`config.mk`:
```
export PLATFORM = sky130hd
export DESIGN_NAME = demux_dispatch_ctrl
export DESIGN_NICKNAME = d
export VERILOG_FILES = /design/src/rtl/demux_pkg.sv /design/src/rtl/demux_rr_ptr.sv /design/src/rtl/demux_dispatch_ctrl.sv
export SDC_FILE = /design/constraint.sdc
export NUM_CORES = 1
export LEC_CHECK = 0
export CELL_PAD_IN_SITES_DETAIL_PLACEMENT = 1
export CELL_PAD_IN_SITES_GLOBAL_PLACEMENT = 1
export CORE_ASPECT_RATIO = 0.7
export CORE_UTILIZATION = 36
export CTS_BUF_LIST = sky130_fd_sc_hd__clkbuf_4
export DETAILED_ROUTE_END_ITERATION = 10
export PLACE_DENSITY = 0.82
export SLEW_MARGIN = 20
export SYNTH_ARGS = -nofsm -noshare
export SYNTH_HDL_FRONTEND = slang
export SYNTH_HIERARCHICAL = 1
export SYNTH_SLANG_ARGS = --single-unit
export TNS_END_PERCENT = 50
```
`constraint.sdc`:
```
create_clock -name clk -period 1.9 [get_ports clk]
set_input_delay 0.57 -clock clk [delete_from_list [all_inputs] [get_ports clk]]
set_output_delay 0.57 -clock clk [all_outputs]
set_load 0.05 [all_outputs]
```
`src/rtl/demux_pkg.sv`:
```
// Shared types and constants for the demux dispatch controller.
package demux_pkg;

    typedef enum logic {
        IDLE = 1'b0,
        HOLD = 1'b1
    } state_t;

    localparam logic MODE_ADDR = 1'b0;
    localparam logic MODE_RR   = 1'b1;

endpackage : demux_pkg

```
`src/rtl/demux_rr_ptr.sv`:
```
// Round-robin target pointer: counts 0..N_OUT-1 and wraps, one step per advance.
module demux_rr_ptr #(
    parameter int N_OUT = 8,
    parameter int SEL_W = 3
) (
    input  logic             clk,
    input  logic             rst,
    input  logic             adv_i,
    output logic [SEL_W-1:0] ptr_o
);

    localparam logic [SEL_W-1:0] LAST = SEL_W'(N_OUT - 1);

    logic [SEL_W-1:0] ptr_q;

    // Pointer register; moves only when a round-robin beat is delivered.
    // NOTE: sequential state uses non-blocking (<=) so every flop samples pre-edge values.
    always_ff @(posedge clk or posedge rst) begin
        if (rst) begin
            ptr_q <= '0;
        end else if (adv_i) begin
            ptr_q <= (ptr_q == LAST) ? '0 : ptr_q + SEL_W'(1);
        end
    end

    assign ptr_o = ptr_q;

endmodule : demux_rr_ptr

```
`src/rtl/demux_dispatch_ctrl.sv`:
```
// Sequencing controller for a 1-to-N demux: registers one source beat and holds
// it on exactly one sink handshake (addressed or round-robin) until that sink takes it.
module demux_dispatch_ctrl
    import demux_pkg::*;
#(
    parameter int N_OUT = 8,
    parameter int SEL_W = 3,
    parameter int DW    = 8,
    parameter int CNT_W = 16
) (
    input  logic             clk,
    input  logic             rst,
    input  logic             en,
    input  logic             mode,
    input  logic             in_valid,
    output logic             in_ready,
    input  logic [DW-1:0]    in_data,
    input  logic [SEL_W-1:0] in_sel,
    output logic [N_OUT-1:0] out_valid,
    input  logic [N_OUT-1:0] out_ready,
    output logic [DW-1:0]    out_data,
    output logic [SEL_W-1:0] cur_sel,
    output logic             sel_err,
    output logic [CNT_W-1:0] tx_cnt
);

    localparam logic [N_OUT-1:0] ONE_HOT0 = N_OUT'(1);

    state_t           state_q, state_d;
    logic [N_OUT-1:0] out_valid_q;
    logic [DW-1:0]    out_data_q;
    logic [SEL_W-1:0] cur_sel_q;
    logic             sel_err_q;
    logic [CNT_W-1:0] tx_cnt_q;
    logic             rr_mode_q;   // mode captured with the held beat

    logic [SEL_W-1:0] rr_ptr;
    logic [SEL_W-1:0] tgt;
    logic             tgt_ok;
    logic             accept;
    logic             deliver;
    logic             rr_adv;

    // Target channel and its legality; rr_ptr is always in range, so only in_sel can be bad.
    assign tgt    = (mode == MODE_RR) ? rr_ptr : in_sel;
    assign tgt_ok = (int'(tgt) < N_OUT);
    assign accept = in_valid & in_ready;

    // Only the target bit of out_valid is set, so masking ignores non-target readies.
    assign deliver = (state_q == HOLD) & (|(out_ready & out_valid_q));
    assign rr_adv  = deliver & (rr_mode_q == MODE_RR);

    demux_rr_ptr #(
        .N_OUT (N_OUT),
        .SEL_W (SEL_W)
    ) u_rr_ptr (
        .clk   (clk),
        .rst   (rst),
        .adv_i (rr_adv),
        .ptr_o (rr_ptr)
    );

    // FSM state register.
    always_ff @(posedge clk or posedge rst) begin
        if (rst) state_q <= IDLE;
        else     state_q <= state_d;
    end

    // FSM next-state: IDLE captures a legal beat, HOLD waits for the target sink.
    // NOTE: default assignment first keeps this block free of inferred latches.
    always_comb begin
        state_d = state_q;
        case (state_q)
            IDLE:    if (accept && tgt_ok) state_d = HOLD;
            HOLD:    if (deliver)          state_d = IDLE;
            default: state_d = IDLE;
        endcase
    end

    // FSM outputs: source ready only when idle, enabled and out of reset.
    always_comb begin
        in_ready = (state_q == IDLE) & en & ~rst;
    end

    // Capture register, one-hot decode, error pulse and delivered-beat counter.
    always_ff @(posedge clk or posedge rst) begin
        if (rst) begin
            out_valid_q <= '0;
            out_data_q  <= '0;
            cur_sel_q   <= '0;
            sel_err_q   <= 1'b0;
            tx_cnt_q    <= '0;
            rr_mode_q   <= MODE_ADDR;
        end else begin
            sel_err_q <= accept & ~tgt_ok;
            if (accept && tgt_ok) begin
                out_valid_q <= ONE_HOT0 << tgt;
                out_data_q  <= in_data;
                cur_sel_q   <= tgt;
                rr_mode_q   <= mode;
            end else if (deliver) begin
                out_valid_q <= '0;
                tx_cnt_q    <= tx_cnt_q + CNT_W'(1);
            end
        end
    end

    assign out_valid = out_valid_q;
    assign out_data  = out_data_q;
    assign cur_sel   = cur_sel_q;
    assign sel_err   = sel_err_q;
    assign tx_cnt    = tx_cnt_q;

endmodule : demux_dispatch_ctrl

```
* After elaboration in Yosys (flattened, before gate mapping)
Index checks and enable logic that the tools add are counted.
W data, S select, Z words.
** Storage, ports and cells
- Bits of input ports :: 24
- Register bits after elaboration :: 40
** Operators by class
- Bitwise logic cells :: 9
- Reductions and logical operators :: 3
- Add/subtract/negate cells :: 2
- Equal/unequal tests :: 1
- Muxes and demuxes :: 7
- Shift-type cells :: 1
** Operators by type and width (number)
- $add A16 B1 Y16 const B :: 1
- $mux W8 :: 2
- $and A8 B8 Y8 :: 1
- $reduce_or A8 Y1 :: 1
- $shl A1 B3 Y8 const A :: 1
- $mux W3 :: 2
- $and A1 B1 Y1 :: 5
- $add A3 B1 Y3 const B :: 1
- $eq A3 B3 Y1 const B :: 1
- $not A1 Y1 :: 3
- $mux W1 :: 2
- $pmux W1 S2 :: 1
- $reduce_and A2 Y1 :: 1
- $reduce_bool A2 Y1 :: 1

* Logic depth before layout (Yosys ltp)
Gate-level depths: netlist of the first run.
- Depth after elaboration :: 6
- Gate-level depth with buffers :: 8

* Hierarchy
The synthesis of the first run kept the hierarchy.
** Modules (own cells, without submodules)
- demux_dispatch_ctrl :: area an instance 1659.1 µm², instances 1, seq. area each 925.9 µm², cells each 131
- demux_rr_ptr :: area an instance 143.9 µm², instances 1, seq. area each 75.1 µm², cells each 12

* Worst setup path before layout of the first run
OpenSTA, ideal clock, no wires.
- Path type :: input to register
- Start point :: input en
- End point :: register out_data_q[2] (netlist: out_data[2])
- Slack :: -0.297 ns
- Arrival time :: 2.069 ns
- Library setup time :: 0.127 ns
- Stages :: 5
- Buffers on the path :: 2
- Cells stage by stage :: nor3b_2 > and2_1 > buf_6 > buf_6 > mux2_1
** On the way
- Word-level cells in the longest chain between the ends :: 3
** Ends and longest elaborated chain
- start, declared :: RTL line demux_dispatch_ctrl.sv:13 : input logic en,
- $and A1 B1 Y1 (2 in a row) :: RTL line demux_dispatch_ctrl.sv:82 : in_ready = (state_q == IDLE) & en & ~rst;
- $and A1 B1 Y1 :: RTL line demux_dispatch_ctrl.sv:47 : assign accept = in_valid & in_ready;
- end signal, assigned :: RTL line demux_dispatch_ctrl.sv:98 : out_data_q <= in_data;
- end, declared :: RTL line demux_dispatch_ctrl.sv:31 : logic [DW-1:0] out_data_q;
Every way passes these cells.
A chain may end at the register's enable or synchronous reset.

* Worst setup path after layout of the first run
- Start point :: register state_q
- End point :: output in_ready
** On the way
- Word-level cells in the longest chain between the ends :: 3
** Ends and longest elaborated chain
- start, declared :: RTL line demux_dispatch_ctrl.sv:29 : state_t state_q, state_d;
- start signal, assigned :: RTL line demux_dispatch_ctrl.sv:66 : else state_q <= state_d;
- $not A1 Y1
- $and A1 B1 Y1 (2 in a row) :: RTL line demux_dispatch_ctrl.sv:82
- end, declared :: RTL line demux_dispatch_ctrl.sv:16 : output logic in_ready,
Every way passes these cells.

==> results of run 1 <==
path summary, 6_finish.rpt:
check / start / to / slack [ns] / cells past startpoint
max in group asynchronous: rst / out_data[6]$_DFFE_PP0P_ / 1.32 / 3
min in group clk: tx_cnt[15]$_DFFE_PP0P_ / tx_cnt[15]$_DFFE_PP0P_ / 0.50 / 1
hold reg to reg: tx_cnt[15]$_DFFE_PP0P_ / tx_cnt[15]$_DFFE_PP0P_ / 0.50 / 1
hold / removal: rst / u_rr_ptr/ptr_o[0]$_DFFE_PP0P_ / 0.21 / 2
setup / recovery: state_q$_DFF_PP0_ / in_ready / 0.05 / 3
setup reg to reg: out_valid[0]$_DFFE_PP0P_ / u_rr_ptr/ptr_o[0]$_DFFE_PP0P_ / 0.30 / 5
worst max-delay path: cells and delay by family (launching register included):
| kind | cells | cell delay [ns] |
|---|---|---|
| flip-flops | 1 | 0.43 |
| AND/OR/NAND/NOR | 1 | 0.25 |
| buffers and inverters | 2 | 0.25 |
final cells by class:
type                            count  share of cell area [%]
Clock buffer                        7                   2.042
Multi-Input combinational cell     92                   28.49
Inverter                            6                  0.8751
Clock inverter                      1                  0.1458
Sequential cell                    40                   38.89
Tap cell                           69                   3.354
Timing Repair Buffer               70                   26.20
timing repair:
item / in CTS / in global routing
setup endpoints to repair: 1 / 1
endpoints found under the hold margin: 0 / 0
gates resized for setup: 4 / 1
pin swaps: 1 / 1
setup buffers: 0 / 1
where the power goes:
part	internal (mW)	total, mW	switching, mW
logic	0.729	1.91	1.18
registers	1.10	1.34	0.236
clock network	0.171	0.443	0.272
total	2.00	3.69	1.69
flip-flops by register name, summed over array words and instances, names as in the netlist:
signal	cells
tx_cnt	16
out_valid	8
rr_mode_q	1
u_rr_ptr/ptr_o	3
cur_sel	3
out_data	8
state_q	1
layout by cell type (no fill, tap or decap), types with 3 or more instances in the layout:
| master | instances |
|---|---|
| nor2_1 | 8 |
| ha_1 | 3 |
| nand2_1 | 8 |
| inv_1 | 6 |
| mux2_1 | 4 |
| dfrtp_1 | 40 |
| clkdlybuf4s50_1 | 21 |
| buf_12 | 7 |
| nand3_2 | 5 |
| xnor2_1 | 14 |
| a22oi_1 | 4 |
| clkbuf_4 | 7 |
| and3_1 | 4 |
| mux2_2 | 8 |
| buf_4 | 39 |
| a32o_1 | 6 |
| mux2i_1 | 3 |
| nand4_1 | 6 |
stage by stage:
step	TNS (ns)	total power [mW]
2_1_floorplan	-0.4120	2.541
4_1_cts	0	3.712
6_report	0	3.695
3_5_place_dp	-7.046	3.260
5_1_grt	-0.02037	3.889
3_3_place_gp	-4.620	3.176
metal layers:
metal | global-route usage [%] | vias to the layer above | share of wire, % | wire (µm)
met4 | 7.143 | 0 | 1.5 | 69
li1 | - | 644 | - | -
met3 | 4.558 | 9 | 5.9 | 262
met1 | 21.59 | 705 | 44 | 1955
met5 | 0 | - | 0 | 0
met2 | 30.39 | 52 | 49 | 2174
cell families after synthesis:
logic type,count (synthesis),synth area share (%)
simple gates,41,13.88
flops,40,55.52
compound gates,17,7.704
xor+xnor,15,7.287
mux,15,9.160
buf+inv,11,4.164
fa+ha+maj,3,2.082
other cells,1,0.2080
==> impl_metrics.env, run 1 <==
export IMPL_placed_area_mm2=0.002506
export IMPL_antenna_left=0
export IMPL_hold_violations=0
export IMPL_via_count=1410
export IMPL_fmax_mhz=540.4
export IMPL_synth_seq_cells=40
export IMPL_post_route_drc_count=0
export IMPL_dp_hpwl_um=3449
export IMPL_slew_viol_final=0
export IMPL_clkTransAtPathRegs_ns=0.12
export IMPL_synth_edff_count=0
export IMPL_dieArea_mm2=0.005300
export IMPL_cts_tree="yes"
export IMPL_n_fill_cell=518
export IMPL_timing_final_ws_setup_ns=0.04955
export IMPL_path_cells="nor3b_4 > buf_6 > buf_12"
export IMPL_io_pins=61
export IMPL_p_leak_nw=1.196
export IMPL_start_util_pct=37.50
export IMPL_skew_ns=0.009204
export IMPL_grt_overflow=0
export IMPL_worstSetupStartpointType="register"
export IMPL_cts_made_buffers=5
export IMPL_cts_hold_buffers_added=0
export IMPL_antenna_found_initial=0
export IMPL_grt_pass1_vias=1438
export IMPL_yosysTopAreaCell="dfrtp_1"
export IMPL_crit_arrival_ns=1.28
export IMPL_final_cells=285
export IMPL_syn_avg_cell_area_um2=12.61
export IMPL_diodes=0
export IMPL_htreeDepth=2
export IMPL_rsz0062_at_grt="yes"
export IMPL_place_inst=276
export IMPL_die_y_um=61.21
export IMPL_grt_max_degree=38
export IMPL_ir_drop_uv=1005
export IMPL_clk_insertion_delay_late_ns=0.35
export IMPL_netlist_top_cells_area="dfrtp_1 (56%), xnor2_1 (6.8%), mux2_2 (5.0%)"
export IMPL_area_growth_pct=42.75
export IMPL_slowest_delay_ns=0.43
export IMPL_io_buffers=59
export IMPL_final_util_pct=53.53
export IMPL_core_region_area_mm2=0.004808
export IMPL_status="completed"
export IMPL_cts_sinks=40
export IMPL_multi_input_area_um2=733.2
export IMPL_holdWs_ns=0.2054
export IMPL_track_usage_pct=17.57
export IMPL_cts_buffer_depth=2
export IMPL_gp_congestion=0.8028
export IMPL_drive_gt1_share_pct=34.26
export IMPL_cp_max_fo=3
export IMPL_hp_class="input pin to asynchronous set/reset pin"
export IMPL_rows=21
export IMPL_synth_distinct_cells=30
export IMPL_netlist_area_leader_share_pct=55.52
export IMPL_die_width_um=86.59
export IMPL_fin_crit_ns=1.850
export IMPL_syn_nets=170
export IMPL_final_nets=242
export IMPL_ys_seq_area_share_pct=55.52
export IMPL_dr_first_iter_drc_count=25
export IMPL_cts_root_buf="clkbuf_4"
export IMPL_drt_wirelength_per_cell_um=15.65
export IMPL_finalWirelength_um=4461
export IMPL_criticalPathCategory="register to output port"
export IMPL_synthTopCellsByCount="dfrtp_1 (40), xnor2_1 (14), mux2_2 (8), nand2_1 (8), nor2_1 (8)"
export IMPL_drt_pass1_iter_count=4
export IMPL_crit_required_ns=1.33
export IMPL_yosysMostFrequentCell="dfrtp_1"
export IMPL_critPathCaptureType="output port"
export IMPL_p_per_area_mw_per_mm2=1435
export IMPL_yosysWarnings=6
export IMPL_max_cap_viol_count=0
export IMPL_regArea_mm2=0.001001
export IMPL_synth_cells=143
export IMPL_vias_per_cell=4.947
export IMPL_netlist_area_mm2=0.001803
export IMPL_slowest_stage="dfrtp_1"
export IMPL_design_area_mm2=0.002574
export IMPL_pre_cts_ws_ns=-0.2871
export IMPL_ys_dominant_reg_cell="dfrtp_1"
export IMPL_post_route_period_util_pct=97.39
export IMPL_async_flop_share_pct=100.0
export IMPL_grt_pass1_wl_um=6962
export IMPL_setup_viol=0
(Power assumes the default switching activity.)
==> run 2: changes to the inputs <==
- CORE_MARGIN: not set -> 4
==> run 2 against run 1 <==
Against the previous run: first-iteration DRC count fell by 36%; sequential share of layout area fell by 0.69 points; final cell count fell by 0.70%; maximum frequency fell by 1.6%; clock power rose by 54%; critical path type is now input pin to output port.
==> impl_metrics.env, run 2 (synthesis gave the netlist of run 1 again) <==
export IMPL_grt_max_degree=38
export IMPL_cts_tree="yes"
export IMPL_vias_per_cell=4.958
export IMPL_antenna_found_initial=0
export IMPL_hold_violations=0
export IMPL_placed_area_mm2=0.002519
export IMPL_post_route_period_util_pct=98.95
export IMPL_final_common_cell="dfrtp_1"
export IMPL_setup_viol=0
export IMPL_diodes=0
export IMPL_die_width_um=92.59
export IMPL_grt_pass1_wl_um=7452
export IMPL_drive_gt1_share_pct=34.11
export IMPL_status="completed"
export IMPL_critPathCapture="in_ready"
export IMPL_cp_max_fo=3
export IMPL_via_count=1403
export IMPL_pre_cts_ws_ns=-0.2871
export IMPL_cts_sinks=40
export IMPL_design_area_mm2=0.002620
export IMPL_cts_hold_buffers_added=0
export IMPL_p_per_area_mw_per_mm2=1501
export IMPL_grt_overflow=0
export IMPL_r2r_slack_ns=0.33
export IMPL_cts_made_buffers=5
export IMPL_criticalPathCategory="input pin to output port"
export IMPL_cts_buffer_depth=2
export IMPL_gp_congestion=0.7890
export IMPL_core_region_area_mm2=0.004808
export IMPL_r2r_start="out_valid[0]$_DFFE_PP0P_"
export IMPL_skew_ns=0.01486
export IMPL_hp_class="input pin to asynchronous set/reset pin"
export IMPL_r2r_end="u_rr_ptr/ptr_o[0]$_DFFE_PP0P_"
export IMPL_ir_drop_uv=971.2
export IMPL_rows=21
export IMPL_drt_pass1_iter_count=4
export IMPL_dp_hpwl_um=3514
export IMPL_crit_arrival_ns=1.31
export IMPL_fin_crit_ns=1.880
export IMPL_dieArea_mm2=0.006223
export IMPL_area_growth_pct=45.32
export IMPL_fmax_mhz=531.9
export IMPL_max_cap_viol_count=0
export IMPL_p_leak_nw=1.211
export IMPL_largest_register_ffs=16
export IMPL_final_util_pct=54.49
export IMPL_io_pins=61
export IMPL_final_nets=241
export IMPL_start_util_pct=37.50
export IMPL_setup_tns_ns=0
export IMPL_worstSetupStartpointType="input pin"
export IMPL_drt_wirelength_per_cell_um=16.17
export IMPL_finalWirelength_um=4575
export IMPL_dr_first_iter_drc_count=16
export IMPL_holdWs_ns=0.2364
export IMPL_slew_viol_final=0
export IMPL_die_y_um=67.21
export IMPL_grt_pass1_vias=1503
export IMPL_clkTransAtPathRegs_ns=0.11
export IMPL_total_power_mw=3.932
export IMPL_htreeDepth=2
export IMPL_critPathLaunch="rst"
export IMPL_antenna_left=0
export IMPL_cts_root_buf="clkbuf_4"
export IMPL_rsz0062_at_grt="yes"
export IMPL_crit_required_ns=1.33
export IMPL_layout_common_cells="dfrtp_1 (40), buf_4 (37), clkdlybuf4s50_1 (21)"
export IMPL_track_usage_pct=15.76
export IMPL_post_cts_setup_buffers=0
export IMPL_io_buffers=59
export IMPL_post_route_drc_count=0
export IMPL_final_cells=283
export IMPL_reg2reg_depth=5
export IMPL_place_inst=276
export IMPL_timing_final_ws_setup_ns=0.01996
export IMPL_clk_insertion_delay_late_ns=0.35
export IMPL_critPathCaptureType="output port"
## run 2: cell types whose count changed in the layout (fill, tap and decap cells not counted)
cell / before / now
buf_12: 7 / 8
buf_4: 39 / 37
bufinv_16: 0 / 2
clkbuf_4: 7 / 5
clkinv_1: 1 / 0
## run 2: final cells by class
class / count / area, µm²
fill: 517 / 2188
sequential: 40 / 1001
multi-input combinational: 92 / 733.2
timing repair buffer: 69 / 679.4
tap: 69 / 86.33
clock inverter: 2 / 60.06
clock buffer: 5 / 37.54
inverter: 6 / 22.52
## run 2: worst min path at each step
stage          slack, ns              startpoint  cells after the start                       endpoint
4_1_cts             0.21                     rst                      2  u_rr_ptr/ptr_o[2]$_DFFE_PP0P_
5_1_grt             0.21                     rst                      2  u_rr_ptr/ptr_o[0]$_DFFE_PP0P_
3_5_place_dp        0.47  tx_cnt[15]$_DFFE_PP0P_                      1         tx_cnt[15]$_DFFE_PP0P_
3_3_place_gp        0.46  tx_cnt[15]$_DFFE_PP0P_                      1         tx_cnt[15]$_DFFE_PP0P_
6_report            0.24                     rst                      2  u_rr_ptr/ptr_o[2]$_DFFE_PP0P_
2_1_floorplan       0.32                     rst                      1  u_rr_ptr/ptr_o[0]$_DFFE_PP0P_
## run 2: power by group
group | internal, mW | total (mW) | switching, mW
registers | 1.10 | 1.34 | 0.236
logic | 0.727 | 1.91 | 1.18
clock network | 0.403 | 0.681 | 0.278
## run 2: routing by layer
| metal | up-vias | global-route usage [%] | share of wire, % |
|---|---|---|---|
| li1 | 644 | - | - |
| met3 | 8 | 5.011 | 6.9 |
| met5 | - | 0 | 0 |
| met4 | 0 | 7.222 | 1.8 |
| met1 | 704 | 18.50 | 42 |
| met2 | 47 | 26.83 | 49 |
## run 2: repair_timing
| action | CTS | global route |
|---|---|---|
| cloned | 0 | 0 |
| gates resized for setup | 5 | 0 |
| endpoints found under the setup margin | 1 | 1 |
| pin swaps | 1 | 0 |
## run 2: critical path: stages
cell and delay, ns:
clkdlybuf4s15_2 0.23, nor3b_4 0.25, buf_6 0.14, buf_12 0.12
==> run 3: changes to the inputs <==
==> constraint.sdc (replaced) <==
create_clock -name clk -period 1.9 [get_ports clk]
set_input_delay 0.285 -clock clk [delete_from_list [all_inputs] [get_ports clk]]
set_output_delay 0.285 -clock clk [all_outputs]
set_load 0.05 [all_outputs]
==> run 3 against run 2 <==
Against the previous run: utilization hardly changed; worst hold slack worse by 0.018 ns; clock skew is 0.0078 ns lower; sequential power hardly changed; count of clock-buffer cells in the layout stayed put; non-clock buffer count is 4 lower; register-to-register slack better by 0.02 ns; power is 4.1% lower; first-iteration DRC count grew to 4.7 times the previous value; highest routed layer unchanged.
==> impl_metrics.env, run 3 (synthesis gave the netlist of run 1 again) <==
export IMPL_clkTransAtPathRegs_ns=0.13
export IMPL_layout_common_cells="dfrtp_1 (36), clkdlybuf4s50_1 (33), dlymetal6s2s_1 (15)"
export IMPL_via_count=1350
export IMPL_grt_overflow=0
export IMPL_slew_headroom_pct=64.27
export IMPL_path_cells="clkdlybuf4s50_1"
export IMPL_io_buffers=59
export IMPL_reg2reg_depth=5
export IMPL_max_cap_viol_count=0
export IMPL_dr_first_iter_drc_count=75
export IMPL_cts_buffer_depth=2
export IMPL_final_util_pct=54.51
export IMPL_rsz0062_at_grt="no"
export IMPL_placed_area_mm2=0.002514
export IMPL_dieArea_mm2=0.006223
export IMPL_gp_congestion=0.7961
export IMPL_criticalPathCategory="register to output port"
export IMPL_grt_max_degree=38
export IMPL_antenna_found_initial=0
export IMPL_grt_pass1_vias=1527
export IMPL_pre_cts_ws_ns=-0.01706
export IMPL_die_width_um=92.59
export IMPL_slowest_stage="clkdlybuf4s50_1"
export IMPL_slew_viol_final=0
export IMPL_crit_cells=1
export IMPL_vias_per_cell=4.821
export IMPL_hp_class="input pin to asynchronous set/reset pin"
export IMPL_start_util_pct=37.50
export IMPL_htreeDepth=2
export IMPL_slowest_delay_ns=0.81
export IMPL_dp_hpwl_um=3656
export IMPL_drive_gt1_share_pct=18.96
export IMPL_cp_max_fo=2
export IMPL_crit_family="buffers and inverters"
export IMPL_finalWirelength_um=4704
export IMPL_fmax_mhz=547.2
export IMPL_worstSetupStartpointType="register"
export IMPL_critPathCaptureType="output port"
export IMPL_final_common_cell="dfrtp_1"
export IMPL_cts_root_buf="clkbuf_4"
export IMPL_core_region_area_mm2=0.004808
export IMPL_design_area_mm2=0.002621
export IMPL_timing_final_ws_setup_ns=0.07257
export IMPL_antenna_left=0
export IMPL_status="completed"
export IMPL_area_growth_pct=45.38
export IMPL_cts_tree="yes"
export IMPL_worst_pin_slew_ns=0.5210
export IMPL_clk_insertion_delay_late_ns=0.35
export IMPL_skew_ns=0.007071
export IMPL_post_route_drc_count=0
export IMPL_post_route_period_util_pct=96.18
export IMPL_cts_made_buffers=5
export IMPL_drt_wirelength_per_cell_um=16.80
export IMPL_cts_sinks=40
export IMPL_io_pins=61
export IMPL_track_usage_pct=16.13
export IMPL_largest_register_ffs=16
export IMPL_holdWs_ns=0.2188
export IMPL_n_fill_cell=508
export IMPL_crit_arrival_ns=1.54
export IMPL_setup_viol=0
export IMPL_worst_path_buf_inv=1
export IMPL_fin_crit_ns=1.827
export IMPL_final_nets=237
export IMPL_crit_required_ns=1.62
export IMPL_p_per_area_mw_per_mm2=1438
export IMPL_grt_pass1_wl_um=7645
export IMPL_hold_violations=0
export IMPL_drt_pass1_iter_count=4
export IMPL_diodes=0
export IMPL_die_y_um=67.21
export IMPL_p_leak_nw=1.395
export IMPL_cts_hold_buffers_added=0
export IMPL_rows=21
export IMPL_ir_drop_uv=927.3
run 3: cell types whose count changed in the layout (fill, tap and decap cells not counted), moves of 4 or more:
| cell | before | now |
|---|---|---|
| clkdlybuf4s50_1 | 21 | 33 |
| buf_12 | 8 | 3 |
| dfrtp_1 | 40 | 36 |
| dfrtp_2 | 0 | 4 |
| dlygate4sd2_1 | 1 | 8 |
| dlymetal6s2s_1 | 0 | 15 |
| buf_4 | 37 | 6 |
run 3: through the flow:
stage / power (mW) / setup TNS (ns) / cells
finish: 3.770 / 0 / 280
global route: 3.987 / 0 / 280
CTS: 3.814 / 0 / 280
detailed placement: 3.254 / -0.01897 / 272
global placement: 3.171 / 0 / 272
floorplan: 2.548 / 0 / 143
run 3: cell type report:
| cell class | count | area [µm²] | area share [%] |
|---|---|---|---|
| sequential | 40 | 1006 | 38.38 |
| timing repair buffer | 65 | 693.2 | 26.44 |
| clock buffer | 5 | 37.54 | 1.432 |
| clock inverter | 3 | 42.54 | 1.623 |
| multi-input combinational | 92 | 733.2 | 27.97 |
| tap | 69 | 86.33 | 3.294 |
| inverter | 6 | 22.52 | 0.8592 |
run 3: timing repair:
action | CTS | global route
gates cloned | 0 | 0
resized for setup | 8 | 15
setup buffers | 0 | 0
endpoints found under the setup margin | 8 | 15
run 3: report_power, final:
part / internal, mW / total (mW) / switching (mW)
combinational: 0.688 / 1.87 / 1.18
clock: 0.274 / 0.563 / 0.288
sequential: 1.11 / 1.34 / 0.226
total: 2.07 / 3.77 / 1.70
run 3: path summary, 6_finish.rpt:
kind / startpoint / slack (ns) / end
min in group clk: tx_cnt[15]$_DFFE_PP0P_ / 0.49 / tx_cnt[15]$_DFFE_PP0P_
min: rst / 0.22 / u_rr_ptr/ptr_o[2]$_DFFE_PP0P_
max: cur_sel[2]$_DFFE_PP0P_ / 0.07 / cur_sel[2]
max in group asynchronous: rst / 1.08 / out_valid[0]$_DFFE_PP0P_
max reg2reg: out_valid[0]$_DFFE_PP0P_ / 0.35 / u_rr_ptr/ptr_o[0]$_DFFE_PP0P_
min reg2reg: tx_cnt[15]$_DFFE_PP0P_ / 0.49 / tx_cnt[15]$_DFFE_PP0P_
run 3: layer usage:
metal / track usage [%] / vias up / wire length, µm
met5: 0 / - / 0
met1: 20.81 / 667 / 2188
met4: 6.111 / 0 / 53
li1: - / 630 / -
met3: 5.345 / 5 / 302
met2: 25.47 / 48 / 2160
